[config.mk]
export PLATFORM = sky130hd
export DESIGN_NAME = alu_exec_unit
export DESIGN_NICKNAME = d
export VERILOG_FILES = /design/src/rtl/alu_defs_pkg.sv /design/src/rtl/muldiv_core.sv /design/src/rtl/alu_exec_unit.sv
export SDC_FILE = /design/constraint.sdc
export NUM_CORES = 1
export LEC_CHECK = 0
export BUFFER_PORTS_ARGS = -buffer_cell sky130_fd_sc_hd__buf_2
export CELL_PAD_IN_SITES_DETAIL_PLACEMENT = 0
export CELL_PAD_IN_SITES_GLOBAL_PLACEMENT = 1
export CORE_MARGIN = 5
export CORE_UTILIZATION = 38
export CTS_CLUSTER_SIZE = 25
export DETAILED_ROUTE_END_ITERATION = 8
export GPL_ROUTABILITY_DRIVEN = 0
export MAX_ROUTING_LAYER = met4
export PLACE_DENSITY = 0.75
export SETUP_SLACK_MARGIN = 0.3
export SLEW_MARGIN = 20
export SYNTH_ARGS = -nofsm -noshare
export SYNTH_HDL_FRONTEND = slang
export SYNTH_SLANG_ARGS = --single-unit
[constraint.sdc]
create_clock -name CLK -period 5.45 [get_ports CLK]
set_input_delay 1.09 -clock CLK [delete_from_list [all_inputs] [get_ports CLK]]
set_output_delay 1.09 -clock CLK [all_outputs]
set_load 0.005 [all_outputs]
[src/rtl/alu_defs_pkg.sv]
`default_nettype none
// ============================================================================
// Module      : alu_defs_pkg
// Description : Shared definitions for the execute-stage ALU. Holds the
//               ALU_OP encoding (also used by ctrl_unit so both ends agree),
//               the mul/div FSM state encoding and the default data width.
// Revision    : 1.0 - initial release
// ============================================================================
package alu_defs_pkg;

    localparam int XLEN_DEFAULT = 32;

    // ALU_OP encoding in ctrl_unit order
    localparam logic [4:0] ALU_ADD    = 5'b00000;
    localparam logic [4:0] ALU_SLL    = 5'b00001;
    localparam logic [4:0] ALU_SLT    = 5'b00010;
    localparam logic [4:0] ALU_SLTU   = 5'b00011;
    localparam logic [4:0] ALU_XOR    = 5'b00100;
    localparam logic [4:0] ALU_SRL    = 5'b00101;
    localparam logic [4:0] ALU_OR     = 5'b00110;
    localparam logic [4:0] ALU_AND    = 5'b00111;
    localparam logic [4:0] ALU_SUB    = 5'b10000;
    localparam logic [4:0] ALU_SRA    = 5'b10101;
    localparam logic [4:0] ALU_MUL    = 5'b11000;
    localparam logic [4:0] ALU_MULH   = 5'b11001;
    localparam logic [4:0] ALU_MULHSU = 5'b11010;
    localparam logic [4:0] ALU_MULHU  = 5'b11011;
    localparam logic [4:0] ALU_DIV    = 5'b11100;
    localparam logic [4:0] ALU_REM    = 5'b11101;
    localparam logic [4:0] ALU_DIVU   = 5'b11110;
    localparam logic [4:0] ALU_REMU   = 5'b11111;

    // Iterative engine states
    typedef enum logic [1:0] {
        ST_IDLE = 2'd0,
        ST_MUL  = 2'd1,
        ST_DIV  = 2'd2,
        ST_FIX  = 2'd3
    } state_e;

endpackage
`default_nettype wire

[src/rtl/muldiv_core.sv]
`default_nettype none
// ============================================================================
// Module      : muldiv_core
// Description : Iterative XLEN-step multiply / restoring-divide engine.
//               Operands are converted to magnitudes on start, one bit is
//               processed per clock, and signs/word selection are applied in
//               the FIX state, where done_o is high for one cycle.
// Ports       : clk_i, rst_ni (sync, active-low), start_i (accept, IDLE only),
//               op_i {is_div, ALU_OP[1:0]}, a_i/b_i operands, flush_i (abort),
//               busy_o (not IDLE), done_o (FIX), result_o (valid with done_o)
// Revision    : 1.0 - initial release
// ============================================================================
module muldiv_core
    import alu_defs_pkg::*;
#(
    parameter int XLEN = XLEN_DEFAULT
) (
    input  logic            clk_i,
    input  logic            rst_ni,
    input  logic            start_i,
    input  logic [2:0]      op_i,
    input  logic [XLEN-1:0] a_i,
    input  logic [XLEN-1:0] b_i,
    input  logic            flush_i,
    output logic            busy_o,
    output logic            done_o,
    output logic [XLEN-1:0] result_o
);

    localparam int CW = $clog2(XLEN + 1);

    state_e          state_q, state_d;
    logic [XLEN-1:0] hi_q, hi_d;   // product high word / partial remainder
    logic [XLEN-1:0] lo_q, lo_d;   // multiplier bits / dividend -> quotient
    logic [XLEN-1:0] m_q, m_d;     // multiplicand or divisor magnitude
    logic            neg_q, neg_d; // negate the selected result in FIX
    logic [2:0]      op_q, op_d;
    logic [CW-1:0]   cnt_q, cnt_d;

    logic            w_sa, w_sb, w_neg_a, w_neg_b, w_div0, w_ovf;
    logic [XLEN-1:0] w_mag_a, w_mag_b, w_addend, w_diff, w_quot, w_rem;
    logic [XLEN:0]   w_sum, w_rsh;
    logic            w_ge;
    logic [2*XLEN-1:0] w_prod;

    // Operand signedness: MULHU, DIVU, REMU are unsigned; MULHSU only on a.
    assign w_sa    = op_i[2] ? ~op_i[1] : ~(op_i[1] & op_i[0]);
    assign w_sb    = ~op_i[1];
    assign w_neg_a = w_sa & a_i[XLEN-1];
    assign w_neg_b = w_sb & b_i[XLEN-1];
    assign w_mag_a = w_neg_a ? -a_i : a_i;
    assign w_mag_b = w_neg_b ? -b_i : b_i;
    assign w_div0  = (b_i == '0);
    assign w_ovf   = op_i[2] & ~op_i[1] & (a_i == {1'b1, {(XLEN-1){1'b0}}}) & (&b_i);

    // Shift-add multiply step
    assign w_addend = lo_q[0] ? m_q : '0;
    assign w_sum    = {1'b0, hi_q} + {1'b0, w_addend};

    // Restoring divide step; the difference fits XLEN bits whenever it is kept
    assign w_rsh  = {hi_q, lo_q[XLEN-1]};
    assign w_ge   = (w_rsh >= {1'b0, m_q});
    assign w_diff = w_rsh[XLEN-1:0] - m_q;

    // Sign fix-up and word selection
    assign w_prod = neg_q ? -{hi_q, lo_q} : {hi_q, lo_q};
    assign w_quot = neg_q ? -lo_q : lo_q;
    assign w_rem  = neg_q ? -hi_q : hi_q;

    assign result_o = op_q[2] ? (op_q[0] ? w_rem : w_quot)
                              : ((op_q[1:0] == 2'b00) ? w_prod[XLEN-1:0]
                                                      : w_prod[2*XLEN-1:XLEN]);
    assign busy_o = (state_q != ST_IDLE);
    assign done_o = (state_q == ST_FIX);

    always_comb begin
        state_d = state_q;
        hi_d    = hi_q;
        lo_d    = lo_q;
        m_d     = m_q;
        neg_d   = neg_q;
        op_d    = op_q;
        cnt_d   = cnt_q;
        case (state_q)
            ST_IDLE: begin
                if (start_i) begin
                    op_d  = op_i;
                    cnt_d = CW'(XLEN);
                    hi_d  = '0;
                    if (op_i[2]) begin
                        m_d     = w_mag_b;
                        lo_d    = w_mag_a;
                        neg_d   = op_i[0] ? w_neg_a : (w_neg_a ^ w_neg_b);
                        state_d = ST_DIV;
                        // Special cases preload final quotient/remainder
                        if (w_div0) begin
                            hi_d    = a_i;
                            lo_d    = '1;
                            neg_d   = 1'b0;
                            state_d = ST_FIX;
                        end else if (w_ovf) begin
                            lo_d    = a_i;
                            neg_d   = 1'b0;
                            state_d = ST_FIX;
                        end
                    end else begin
                        m_d     = w_mag_a;
                        lo_d    = w_mag_b;
                        neg_d   = w_neg_a ^ w_neg_b;
                        state_d = ST_MUL;
                    end
                end
            end
            ST_MUL: begin
                {hi_d, lo_d} = {w_sum, lo_q[XLEN-1:1]};
                cnt_d        = cnt_q - 1'b1;
                if (cnt_q == CW'(1)) state_d = ST_FIX;
            end
            ST_DIV: begin
                hi_d  = w_ge ? w_diff : w_rsh[XLEN-1:0];
                lo_d  = {lo_q[XLEN-2:0], w_ge};
                cnt_d = cnt_q - 1'b1;
                if (cnt_q == CW'(1)) state_d = ST_FIX;
            end
            ST_FIX:  state_d = ST_IDLE;
            default: state_d = ST_IDLE;
        endcase
        if (flush_i && (state_q != ST_IDLE)) state_d = ST_IDLE;
    end

    always_ff @(posedge clk_i) begin
        if (!rst_ni) begin
            state_q <= ST_IDLE;
            hi_q    <= '0;
            lo_q    <= '0;
            m_q     <= '0;
            neg_q   <= 1'b0;
            op_q    <= '0;
            cnt_q   <= '0;
        end else begin
            state_q <= state_d;
            hi_q    <= hi_d;
            lo_q    <= lo_d;
            m_q     <= m_d;
            neg_q   <= neg_d;
            op_q    <= op_d;
            cnt_q   <= cnt_d;
        end
    end

endmodule
`default_nettype wire

[src/rtl/alu_exec_unit.sv]
`default_nettype none
// ============================================================================
// Module      : alu_exec_unit
// Description : Execute-stage ALU. Single-cycle logic/shift/compare/add ops
//               are registered directly; MUL*/DIV/REM run in muldiv_core.
//               Build macro FAST_MUL_EN: multiplies use a combinational
//               2*XLEN multiplier with single-cycle latency instead of the
//               iterative engine (divide stays iterative).
// Ports       : CLK, RESET (sync, active-low), VALID_IN/READY_OUT request
//               handshake, ALU_OP, DATA1, DATA2, FLUSH (abort in-flight op),
//               VALID_OUT (1-cycle pulse), RESULT, ILLEGAL_OP
// Revision    : 1.0 - initial release
// ============================================================================
module alu_exec_unit
    import alu_defs_pkg::*;
#(
    parameter int XLEN = XLEN_DEFAULT
) (
    input  logic            CLK,
    input  logic            RESET,
    input  logic            VALID_IN,
    input  logic [4:0]      ALU_OP,
    input  logic [XLEN-1:0] DATA1,
    input  logic [XLEN-1:0] DATA2,
    input  logic            FLUSH,
    output logic            READY_OUT,
    output logic            VALID_OUT,
    output logic [XLEN-1:0] RESULT,
    output logic            ILLEGAL_OP
);

    localparam int SHW = $clog2(XLEN);

    logic            w_busy, w_done, w_accept, w_start, w_is_mul, w_is_div;
    logic            w_illegal;
    logic [XLEN-1:0] w_md_res, w_alu_res;
    logic [SHW-1:0]  w_shamt;

    logic [XLEN-1:0] result_q, result_d;
    logic            valid_q, valid_d, illegal_q, illegal_d;

    assign READY_OUT = ~w_busy;
    assign w_accept  = VALID_IN & READY_OUT & ~FLUSH;
    assign w_is_mul  = (ALU_OP[4:2] == 3'b110);
    assign w_is_div  = (ALU_OP[4:2] == 3'b111);
    assign w_shamt   = DATA2[SHW-1:0];

`ifdef FAST_MUL_EN
    logic [2*XLEN-1:0] w_fa, w_fb, w_fprod;
    // Sign-extending to 2*XLEN makes the truncated product exact for every
    // signed/unsigned operand combination.
    assign w_fa    = {{XLEN{(ALU_OP != ALU_MULHU) & DATA1[XLEN-1]}}, DATA1};
    assign w_fb    = {{XLEN{~ALU_OP[1] & DATA2[XLEN-1]}}, DATA2};
    assign w_fprod = w_fa * w_fb;
    assign w_start = w_accept & w_is_div;
`else
    assign w_start = w_accept & (w_is_mul | w_is_div);
`endif

    // Mul/div codes reaching the default arm are always routed to the
    // engine via w_start, so their illegal flag is never registered.
    always_comb begin
        w_alu_res = '0;
        w_illegal = 1'b0;
        case (ALU_OP)
            ALU_ADD:  w_alu_res = DATA1 + DATA2;
            ALU_SUB:  w_alu_res = DATA1 - DATA2;
            ALU_SLL:  w_alu_res = DATA1 << w_shamt;
            ALU_SRL:  w_alu_res = DATA1 >> w_shamt;
            ALU_SRA:  w_alu_res = $signed(DATA1) >>> w_shamt;
            ALU_SLT:  w_alu_res = {{(XLEN-1){1'b0}}, ($signed(DATA1) < $signed(DATA2))};
            ALU_SLTU: w_alu_res = {{(XLEN-1){1'b0}}, (DATA1 < DATA2)};
            ALU_XOR:  w_alu_res = DATA1 ^ DATA2;
            ALU_OR:   w_alu_res = DATA1 | DATA2;
            ALU_AND:  w_alu_res = DATA1 & DATA2;
`ifdef FAST_MUL_EN
            ALU_MUL:    w_alu_res = w_fprod[XLEN-1:0];
            ALU_MULH,
            ALU_MULHSU,
            ALU_MULHU:  w_alu_res = w_fprod[2*XLEN-1:XLEN];
`endif
            default:  w_illegal = 1'b1;
        endcase
    end

    muldiv_core #(
        .XLEN (XLEN)
    ) u_muldiv_core (
        .clk_i    (CLK),
        .rst_ni   (RESET),
        .start_i  (w_start),
        .op_i     ({w_is_div, ALU_OP[1:0]}),
        .a_i      (DATA1),
        .b_i      (DATA2),
        .flush_i  (FLUSH),
        .busy_o   (w_busy),
        .done_o   (w_done),
        .result_o (w_md_res)
    );

    // Engine completion and single-cycle accepts are mutually exclusive:
    // accepting needs IDLE, completing happens in FIX.
    always_comb begin
        result_d  = result_q;
        valid_d   = 1'b0;
        illegal_d = 1'b0;
        if (w_done && !FLUSH) begin
            result_d = w_md_res;
            valid_d  = 1'b1;
        end else if (w_accept && !w_start) begin
            result_d  = w_alu_res;
            valid_d   = 1'b1;
            illegal_d = w_illegal;
        end
    end

    always_ff @(posedge CLK) begin
        if (!RESET) begin
            result_q  <= '0;
            valid_q   <= 1'b0;
            illegal_q <= 1'b0;
        end else begin
            result_q  <= result_d;
            valid_q   <= valid_d;
            illegal_q <= illegal_d;
        end
    end

    assign VALID_OUT  = valid_q;
    assign RESULT     = result_q;
    assign ILLEGAL_OP = illegal_q;

endmodule
`default_nettype wire

==> flow_summary.ini <==
[run]
cap_viol_max_count = 0

[synthesis]
synth_cell_type_count = 93
syn-cell-area_um2 = 23060
post_synth.cell_area_avg_um2 = 6.978
synthesis.yosys.warnings = 0
syn_nets = 3558
synth_sequential_area_ratio_pct = 12.33
ys_ff_latch = 142
number_of_cells_produced_by_synthesis = 3305
synth-edff-count = 0
synthFlopType = dfxtp_1
synth-async-reset-ratio_pct = 0

[sta]
finalHoldViolations = 0
tightest_slew_ns = 1.187
fmaxAchievable_mhz = 221.0
relSlewSlack_pct = 20.25
finalCritPeriodShare_pct = 83.01
setup_repair_after_global_routing_missed_its_margin = false
fin_skew_ns = 0.02323
tns_ns = 0
final.setup.worst_slack_ns = 0.9259
finalWorstPathRequiredPeriod_ns = 4.524
report.final.setup_viol = 0
final-max-slew-violation-count = 0

[hold_path]
holdCritPathClass = reg2reg

[layout]
drive_gt1_share_pct = 11.31
post-route-util_pct = 41.34
fill_cells = 6401
layoutNonFillerInstCount = 4053
synth_to_final_area_change_pct = 7.997
finish.net_count = 3503
fin_area_um2 = 24910

[place]
preCtsSetupSlack_ns = 0.6750
place.detailed.instances = 4013
placement.cell_area_um2 = 24300
dp_hpwl_um = 90880
portBuffers = 107

[clock_network]
cts_resized = 0
clock_sink_count = 142
post-cts-setup-buffer-count = 0
tritoncts_buffer_count = 17
clock_tree.root_cell = clkbuf_16
cts_tree = built
worst_skew_pair.late_latency_ns = 0.47
clockBufferDepth = 2
clkTransAtPathRegs_ns = 0.08
h_tree_level_count = 4
hold_buf_cts = 0

[detailed_routing]
vias_per_cell = 6.779
routed_wl_um = 117500
post_drt_wl_per_cell_um = 29.00
drtIter0Drc = 4844
routed_antenna_nets = 0
num_vias = 27477
drc_errors = 0
drt_first_pass_iters = 9

[power]
p_leak_uw = 0.009791
areal_power_density_over_the_cells_nw_per_um2 = 329.6
vdd_drop_max_v = 0.0002774

[critical_path]
timing_worst_setup_path_type = in2reg
worst_setup_path_start_kind = input port
crit_path_cell_trace = buf_2, inv_1, ha_1, nor2_1, o21ai_0, a211oi_1, o21ai_0, a211oi_1, o21ai_0, a31oi_1, xnor2_1, a221oi_1, o21ai_0
crit_path_end_kind = register
critPathMaxStageDelay_ns = 0.66
critical_path_peak_fanout = 14
worst_ep_arrival_time_ns = 4.85
critical_path.slowest_cell = a211oi_1
critical_path_required_ns = 5.77
path_common_cell = o21ai_0

[grt]
grt_antenna_before_repair = 6
gr-usage-all-layers_pct = 34.52
grt_first_pass_wirelength_um = 169500
first_global_vias = 24890
grt_max_degree = 70
grt_overflow = 0

[floorplanning]
fp.dieW_um = 256.3
ios = 108
initial_core_util_pct = 38.28
fp-row-count = 90
coreArea_um2 = 60250
chipHeight_um = 256.3
dieArea_um2 = 65710

[status]
status = complete, no violations
==> path summary, 6_finish.rpt <==
path | start | end | slack, ns | depth (start not counted)
min reg2reg | RESULT[5] | RESULT[5] | 0.47 | 2
min | RESULT[5] | RESULT[5] | 0.47 | 2
max | DATA1[3] | RESULT[30] | 0.93 | 13
max reg2reg | u_muldiv_core.lo_q[0] | u_muldiv_core.hi_q[28] | 1.04 | 15
==> cells in the mapped netlist (all sizes together), types with 20 or more instances <==
library cell | count | area (um^2)
nor2 | 419 | 1573
o21ai | 270 | 1355
o221ai | 23 | 201.4
nand3 | 52 | 260.3
nand2 | 266 | 1003
and2 | 24 | 150.1
dfxtp | 142 | 2843
ha | 176 | 2202
a221oi | 57 | 505.5
a22oi | 43 | 322.8
mux2 | 23 | 259.0
mux4 | 56 | 1261
a22o | 29 | 254.0
mux2i | 38 | 380.4
a31oi | 49 | 306.5
buf | 47 | 216.5
a211oi | 61 | 457.9
a21oi | 296 | 1481
o31ai | 46 | 359.1
nor4 | 37 | 237.7
nor3 | 75 | 386.6
clkbuf | 235 | 882.1
or4 | 21 | 168.9
and3 | 20 | 125.1
nand2b | 22 | 137.6
a21o | 57 | 427.9
or3 | 28 | 186.4
xor2 | 67 | 586.8
o211ai | 32 | 240.2
o22ai | 30 | 187.7
inv | 149 | 559.3
o21bai | 20 | 150.1
xnor2 | 132 | 1156
nand4 | 34 | 212.7
==> flip-flops by register name, summed over array words and instances, names as in the netlist <==
register,flops
u_muldiv_core.m_q,32
ILLEGAL_OP,1
u_muldiv_core.neg_q,1
VALID_OUT,1
u_muldiv_core.lo_q,32
u_muldiv_core.cnt_q,6
u_muldiv_core.hi_q,32
u_muldiv_core.op_q,3
RESULT,32
u_muldiv_core.state_q,2
==> routing by layer <==
metal,vias up,wire [um],GRT usage [%]
met3,364,15540,10.32
met2,1911,48460,48.86
li1,12150,-,-
met5,-,0,-
met4,0,7184,17.33
met1,13052,46340,44.60
==> final cells by class <==
cell class	instances	area, um^2	share of cell area [%]
antenna	9	22.52	0.09043
clock buffer	17	425.4	1.708
clock inverter	14	158.9	0.6380
inverter	149	559.3	2.246
multi-input combinational	2732	18590	74.65
sequential	142	2844	11.42
tap	782	978.4	3.929
timing repair buffer	208	1324	5.315
==> stage by stage <==
step	hold slack, ns	total power, uW
2_1_floorplan	0.4487	5185
3_3_place_gp	0.4564	6777
3_5_place_dp	0.4612	6736
4_1_cts	0.4757	8013
5_1_grt	0.4905	8636
6_report	0.4709	8209
==> critical path: cells and delay by family <==
kind	cells	cell delay (ns)
compound gates	8	2.59
simple gates	1	0.20
xor+xnor	1	0.10
fa+ha+maj	1	0.42
buf+inv	2	0.43
==> power breakdown <==
part	switching (uW)	leakage [uW]	internal, uW
logic	3350	0.00836	1970
clock network	583	0.000280	683
registers	409	0.00116	1210
total	4340	0.00979	3870
==> placed cells by master (no fill, tap or decap), drive strengths merged, types with 61 or more instances in the layout <==
master / instances
nor3: 75
nor2: 419
ha: 176
a211oi: 61
inv: 155
o21ai: 270
dfxtp: 142
nand2: 266
xor2: 67
buf: 208
a21oi: 296
xnor2: 132
==> logic make-up (layout without fill, tap and decap cells) <==
kind of cell	Yosys count	after routing	synth area share, %
mux	117	117	8.242
other cells	0	9	0
xor+xnor	199	199	7.558
flops	142	142	12.33
buf+inv	431	388	7.189
compound gates	1180	1180	33.67
simple gates	1056	1056	21.12
fa+ha+maj	180	180	9.896
Note: power is estimated with default switching activity, not from simulation.
